### config.mk
export PLATFORM = sky130hd
export DESIGN_NAME = biu_prefetch_ctrl
export DESIGN_NICKNAME = d
export VERILOG_FILES = /design/src/rtl/biu_prefetch_ctrl.sv
export SDC_FILE = /design/constraint.sdc
export NUM_CORES = 1
export LEC_CHECK = 0
export ABC_AREA = 0
export CAP_MARGIN = 10
export CORE_ASPECT_RATIO = 0.8
export CORE_MARGIN = 2
export CORE_UTILIZATION = 56
export DETAILED_ROUTE_END_ITERATION = 10
export GPL_TIMING_DRIVEN = 0
export PLACE_DENSITY = 0.86
export REMOVE_ABC_BUFFERS = 1
export SLEW_MARGIN = 30
export SYNTH_ARGS = -nofsm -noshare
export SYNTH_HDL_FRONTEND = slang
export SYNTH_SLANG_ARGS = --single-unit
### constraint.sdc
create_clock -name clk -period 4.9 [get_ports clk]
set_clock_uncertainty 0.2 [all_clocks]
set_input_delay 0.98 -clock clk [delete_from_list [all_inputs] [get_ports clk]]
set_output_delay 0.98 -clock clk [all_outputs]
set_load 0.01 [all_outputs]
### src/rtl/biu_prefetch_ctrl.sv
// 8088 min-mode bus interface: T1-T4 bus cycles with READY waits, code prefetch FIFO, word split.
// PREFETCH_EN selects read-ahead prefetch; left undefined, code is fetched on demand into a 1-byte FIFO.
module biu_prefetch_ctrl #(
   parameter int unsigned       QDEPTH   = 4,
   parameter int unsigned       ADDR_W   = 20,
   parameter logic [ADDR_W-1:0] RESET_PC = 20'hFFFF0,
   parameter int unsigned       PF_FREE  = 1
) (
   input  logic              clk,
   input  logic              rst,
   input  logic              ready,
   output logic              q_valid,
   output logic [7:0]        q_byte,
   input  logic              q_pop,
   input  logic              flush,
   input  logic [ADDR_W-1:0] flush_adr,
   input  logic              dreq,
   input  logic              dwe,
   input  logic              dbyte,
   input  logic              dm_io,
   input  logic [ADDR_W-1:0] dadr,
   input  logic [15:0]       dwdat,
   output logic [15:0]       drdat,
   output logic              dack,
   output logic [ADDR_W-1:0] a,
   output logic [7:0]        ad_o,
   output logic              ad_oe,
   input  logic [7:0]        ad_i,
   output logic              ale,
   output logic              rd_n,
   output logic              wr_n,
   output logic              den_n,
   output logic              dtr,
   output logic              iom
);

`ifdef PREFETCH_EN
   localparam int unsigned DEPTH    = QDEPTH;
   localparam int unsigned MIN_FREE = PF_FREE;
`else
   // On-demand fetch: one slot, refilled only once it is empty.
   localparam int unsigned DEPTH    = (QDEPTH > 0) ? 1 : 1;
   localparam int unsigned MIN_FREE = (PF_FREE > 0) ? 1 : 1;
`endif

   typedef enum logic [2:0] {S_IDLE, S_T1, S_T2, S_T3, S_TW, S_T4} state_t;

   state_t            state;
   logic              cyc_code;
   logic              cyc_drop;
   logic [ADDR_W-1:0] fetch_ptr;
   logic              d_we;
   logic              d_byte;
   logic              d_mio;
   logic              d_second;
   logic [ADDR_W-1:0] d_adr;
   logic [15:0]       d_wdat;
   logic [7:0]        d_lo;

   logic [7:0]        mem [16];
   logic [4:0]        count;
   logic [3:0]        rd_idx;
   logic [3:0]        wr_idx;

   logic              push;
   logic              pop;
   logic [4:0]        count_after;
   logic [ADDR_W-1:0] ptr_next;
   logic              at_edge;
   logic              rd_cycle;
   logic              data_last;
   logic              data_pend;
   logic              pf_ok;
   logic              start_second;
   logic              start_data;
   logic              start_code;
   logic [ADDR_W-1:0] nxt_adr;
   logic              nxt_we;
   logic              nxt_mio;
   logic [7:0]        wbyte;

   function automatic logic [3:0] idx_inc(input logic [3:0] i);
      return (i == 4'(DEPTH - 1)) ? 4'd0 : i + 4'd1;
   endfunction

   always_comb begin
      q_valid = (count != '0);
      q_byte  = mem[rd_idx];
   end

   always_comb begin
      rd_cycle    = cyc_code || !d_we;
      data_last   = d_byte || d_second;
      at_edge     = (state == S_IDLE) || (state == S_T4);
      push        = (state == S_T4) && cyc_code && !cyc_drop && !flush;
      pop         = q_pop && (count != '0);
      count_after = count + 5'(push) - 5'(pop);
      ptr_next    = push ? fetch_ptr + ADDR_W'(1) : fetch_ptr;
      // The access finishing in this T4 and the one just acked must not be restarted.
      data_pend   = dreq && !dack && !((state == S_T4) && !cyc_code && data_last);
      pf_ok       = !flush && ((5'(DEPTH) - count_after) >= 5'(MIN_FREE));
      start_second = (state == S_T4) && !cyc_code && !data_last;
      start_data   = at_edge && !start_second && data_pend;
      start_code   = at_edge && !start_second && !data_pend && pf_ok;
      wbyte        = d_second ? d_wdat[15:8] : d_wdat[7:0];
      nxt_adr = ptr_next;
      nxt_we  = 1'b0;
      nxt_mio = 1'b1;
      if (start_second) begin
         nxt_adr = d_adr + ADDR_W'(1);
         nxt_we  = d_we;
         nxt_mio = d_mio;
      end else if (start_data) begin
         nxt_adr = dadr;
         nxt_we  = dwe;
         nxt_mio = dm_io;
      end
   end

   always_ff @(posedge clk) begin
      if (rst) begin
         state     <= S_IDLE;
         cyc_code  <= 1'b0;
         cyc_drop  <= 1'b0;
         fetch_ptr <= RESET_PC;
         d_we      <= 1'b0;
         d_byte    <= 1'b0;
         d_mio     <= 1'b0;
         d_second  <= 1'b0;
         d_adr     <= '0;
         d_wdat    <= '0;
         d_lo      <= '0;
         count     <= '0;
         rd_idx    <= '0;
         wr_idx    <= '0;
         ale       <= 1'b0;
         rd_n      <= 1'b1;
         wr_n      <= 1'b1;
         den_n     <= 1'b1;
         dtr       <= 1'b1;
         iom       <= 1'b0;
         ad_oe     <= 1'b0;
         ad_o      <= '0;
         a         <= '0;
         dack      <= 1'b0;
         drdat     <= '0;
      end else begin
         dack <= 1'b0;
         if (flush) begin
            count     <= '0;
            rd_idx    <= '0;
            wr_idx    <= '0;
            fetch_ptr <= flush_adr;
            if (cyc_code) cyc_drop <= 1'b1;
         end else begin
            if (push) begin
               mem[wr_idx] <= ad_i;
               wr_idx      <= idx_inc(wr_idx);
            end
            if (pop) rd_idx <= idx_inc(rd_idx);
            count     <= count_after;
            fetch_ptr <= ptr_next;
         end

         case (state)
            S_T1: begin
               state <= S_T2;
               ale   <= 1'b0;
               den_n <= 1'b0;
               if (rd_cycle) begin
                  rd_n  <= 1'b0;
                  ad_oe <= 1'b0;
               end else begin
                  wr_n  <= 1'b0;
                  ad_o  <= wbyte;
                  ad_oe <= 1'b1;
               end
            end
            S_T2: state <= S_T3;
            S_T3, S_TW: state <= ready ? S_T4 : S_TW;
            default: begin
               if ((state == S_T4) && !cyc_code) begin
                  if (!d_we) begin
                     if (d_byte)        drdat <= {8'h00, ad_i};
                     else if (d_second) drdat <= {ad_i, d_lo};
                     else               d_lo  <= ad_i;
                  end
                  if (data_last) dack <= 1'b1;
               end
               state <= S_IDLE;
               ale   <= 1'b0;
               rd_n  <= 1'b1;
               wr_n  <= 1'b1;
               den_n <= 1'b1;
               ad_oe <= 1'b0;
               if (start_second || start_data || start_code) begin
                  state    <= S_T1;
                  ale      <= 1'b1;
                  ad_oe    <= 1'b1;
                  a        <= nxt_adr;
                  ad_o     <= nxt_adr[7:0];
                  iom      <= ~nxt_mio;
                  dtr      <= nxt_we;
                  cyc_code <= start_code;
                  cyc_drop <= 1'b0;
               end
               if (start_second) d_second <= 1'b1;
               if (start_data) begin
                  d_we     <= dwe;
                  d_byte   <= dbyte;
                  d_mio    <= dm_io;
                  d_adr    <= dadr;
                  d_wdat   <= dwdat;
                  d_second <= 1'b0;
               end
            end
         endcase
      end
   end

endmodule
==> metrics.md <==
| Metric | Value |
|---|---|
| CTS Hold Bufs | 0 |
| Initial antenna violation count | 2 |
| Status | completed |
| Vias in the first global route | 8903 |
| Fin util | 0.689 |
| Pwr Total | 6.64 mW |
| Setup crit start kind | primary input |
| Area Growth Syn to Fin | 20.5% |
| Final setup margin | 0.240 ns |
| Relative slew slack | 0.355 |
| CTS root buf | clkbuf_16 |
| Worst Min Path Start | d_wdat[11]$_SDFFE_PP0P_ |
| Net Sw Frac | 0.316 |
| Via/cell ratio | 6.29 |
| Fin crit period | 4.66 ns |
| Synth Flop Type | dfxtp_1 |
| Clock transition at the registers of the reported paths | 0.06 ns |
| Pwr per Cell Area | 464 nW/µm² |
| Synth Area in Compound Gates | 0.110 |
| Mux contribution to synthesized area | 0.104 |
| Residual DRC count | 0 |
| DRT Wirelength | 31.1 mm |
| Seq cells post-synth | 270 |
| Core area | 20800 µm² |
| Fillers | 1428 |
| WHS Path Cells | 2 |
| Simple-Gate Fraction of Synth Area | 0.145 |
| # rows | 47 |
| Routed WL per cell | 21.6 µm |
| Fin. Hold Viols | 0 |
| Worst Hold Class | reg2reg |
| CTS Buf Count | 25 |
| GRT Residual Overflow | 0 |
| Adder-Cell Fraction of Synth Area | 0.0175 |
| CTS tree | yes |
| Number of max-cap violations | 0 |
| Part of the power in registers | 0.421 |
| Largest family of logic cells by synthesized area | simple AND/OR/NAND/NOR gates |
| WHS Endpoint | d_wdat[11]$_SDFFE_PP0P_ |
| Synth async-reset ratio | 0 |
| Setup violators final | 0 |
| Die area | 22400 µm² |
| Worst R2R End | a[15]$_SDFFE_PP0P_ |
| Routed via count | 9076 |
| Worst-margin pin slew | 0.943 ns |
| Yosys warnings | 0 |
| Io pins | 134 |
| Synth cell types | 76 |
| Finished layout cell area | 14300 µm² |
| Max Root-Sink Buffers | 3 |
| Switching pwr | 2.10 mW |
| Worst EP arrival | 4.85 ns |
| First-pass GRT wire length | 48.8 mm |
| Clock sinks | 270 |
| # diodes | 0 |
| Post-synth EDFFs | 128 |
| DR iter-0 viols | 1042 |
| RSZ-0062 raised after global routing | no |
| Period utilization | 0.951 |
| Initial Util | 0.572 |
| Worst slack, placed | -1.95 ns |
| Comb pwr share | 0.278 |
| XOR/XNOR Fraction of Synth Area | 0.0293 |
| Antenna viol nets, final | 0 |
| Syn Inst Count | 1055 |
| Post-synthesis sequential area ratio | 0.563 |
| P_int | 4.54 mW |
| Port buffer count | 133 |
| Die width | 167 µm |
| CP required | 5.09 ns |
| Gpl congestion | 0.904 |
| Reg-to-reg setup timing slack | 0.32 ns |
| Leakage Power | 4.79 nW |
| HPWL after DPL | 19.9 mm |
| Reg2Reg Depth | 14 |
| Nets | 1244 |
| Crit path max fanout | 17 |
| Reg-to-reg startpoint | state[0]$_SDFF_PP0_ |
| Clock share of power | 0.301 |
| Post-Syn Area per Cell | 11.3 µm² |
| Htree depth | 1 |
| Syn Std Cell Area | 11900 µm² |
| Total global-route track usage | 0.277 |
| FMAX | 215 MHz |
| Commonest non-fill, non-tap cells in the layout | nand2_1 (143), dfxtp_1 (139), clkdlybuf4s50_1 (131) |
| Pin count of the biggest net entering global routing | 90 |
| Setup CP Type | in2reg |
| DIE HEIGHT | 134 µm |
| Fraction of layout cells with a size suffix above 1 | 0.107 |
| Placed cell areas | 13400 µm² |
| Most common cell after layout, fill and taps aside | nand2_1 |
| Element type at the critical path end | register |
| First-pass detailed-route iteration total | 6 |
| Final Slew Violations | 0 |
| Clock latency on the worst-skew pair | 0.52 ns |
| Peak supply drop | 327 µV |
[layer usage]
layer	vias to the layer above	global-route usage	share of wire
li1	4081	-	-
met1	4366	0.377	0.41
met2	508	0.438	0.46
met3	119	0.0652	0.092
met4	2	0.0987	0.040
met5	-	0	0.00042
[cells in the mapped netlist (4+ instances only)]
master / instances / area, µm²
a211oi_1: 14 / 105
a21o_1: 5 / 37.5
a21oi_1: 90 / 450
a31oi_1: 6 / 37.5
and3_1: 6 / 37.5
and4_1: 4 / 35.0
buf_1: 10 / 37.5
buf_2: 4 / 20.0
buf_4: 6 / 45.0
clkbuf_1: 45 / 169
dfxtp_1: 142 / 2840
edfxtp_1: 128 / 3840
ha_1: 15 / 188
inv_1: 21 / 78.8
mux2i_1: 32 / 320
mux4_2: 40 / 901
nand2_1: 146 / 548
nand2b_1: 9 / 56.3
nand3_1: 14 / 70.1
nand4_1: 18 / 113
nor2_1: 84 / 315
nor2b_1: 9 / 56.3
nor3_1: 33 / 165
nor3b_1: 11 / 82.6
nor4_1: 4 / 25.0
o21ai_0: 31 / 155
o221ai_1: 5 / 43.8
o22ai_1: 8 / 50.1
o31ai_1: 7 / 52.6
or3_1: 5 / 31.3
or4_1: 4 / 30.0
xnor2_1: 22 / 193
xor2_1: 15 / 131
[registers in the layout, summed over array words and instances, names as in the netlist, 3 cells and up, named ones only]
register and cells:
ad_o 8, mem 128, state 3, drdat 16
count 5, rd_idx 4, d_lo 8, d_adr 20
fetch_ptr 20, wr_idx 4, a 20, d_wdat 16
[critical path, stage by stage]
cell and delay (ns):
buf_2 0.24, nand4bb_4 0.35, nor2_4 0.23, inv_1 0.21, ha_1 0.33, inv_1 0.04, ha_1 0.21, fa_1 0.42
a21oi_1 0.17, o21bai_1 0.12, xor3_1 0.45, o311ai_4 0.42, buf_4 0.29, nor2_1 0.06, a2111oi_0 0.31
[timing repair]
item	4_1_cts	5_1_grt
setup endpoints to repair	35	29
pin swaps	1	0
buffers inserted	2	0
resized for setup	8	3
[worst max-delay path by stage]
stage | from | end | slack, ns
3_3_place_gp | rst | register | -3.12
6_report | flush | a[15]$_SDFFE_PP0P_ | 0.24
5_1_grt | flush | a[15]$_SDFFE_PP0P_ | 0.08
4_1_cts | flush | a[15]$_SDFFE_PP0P_ | 0.04
2_1_floorplan | flush | dtr$_SDFFE_PP1P_ | 0.28
3_5_place_dp | flush | dtr$_SDFFE_PP1P_ | -1.95
[area by class of cell]
cell class	instances	area, µm²	area share
repair buffers	140	1460	0.102
clock inverters	18	204	0.0143
clock buffers	27	633	0.0443
flip-flops and latches	270	6690	0.468
inverters	22	83.8	0.00586
multi-input cells	696	4890	0.342
well taps	269	337	0.0235
[stage by stage]
stage / setup TNS, ns / hold WS [ns] / cells
3_5_place_dp: -57.75 / 0.247 / 1395
2_1_floorplan: 0 / 0.226 / 988
6_report: 0 / 0.254 / 1442
5_1_grt: 0 / 0.272 / 1442
4_1_cts: 0 / 0.256 / 1442
3_3_place_gp: -279.25 / 0.241 / 1390
[cells by family (layout without fill, tap and decap cells)]
| group | after synthesis | after routing |
|---|---|---|
| and+or+nand+nor | 363 | 363 |
| adders and majority gates | 16 | 16 |
| xor gates and xnor gates | 38 | 38 |
| buffers and inverters | 89 | 207 |
| AOI/OAI and AO/OA | 206 | 206 |
| DFF | 270 | 270 |
| muxes | 73 | 73 |
[power groups by stage]
stage	combinational, mW	sequential [mW]	clock, mW
6_report	1.85	2.79	2.00
3_3_place_gp	1.65	2.82	0
4_1_cts	1.82	2.78	2.00
2_1_floorplan	0.988	2.83	0
3_5_place_dp	1.78	2.83	0
5_1_grt	2.00	2.81	2.08
Power figures use the tool's default switching activity.
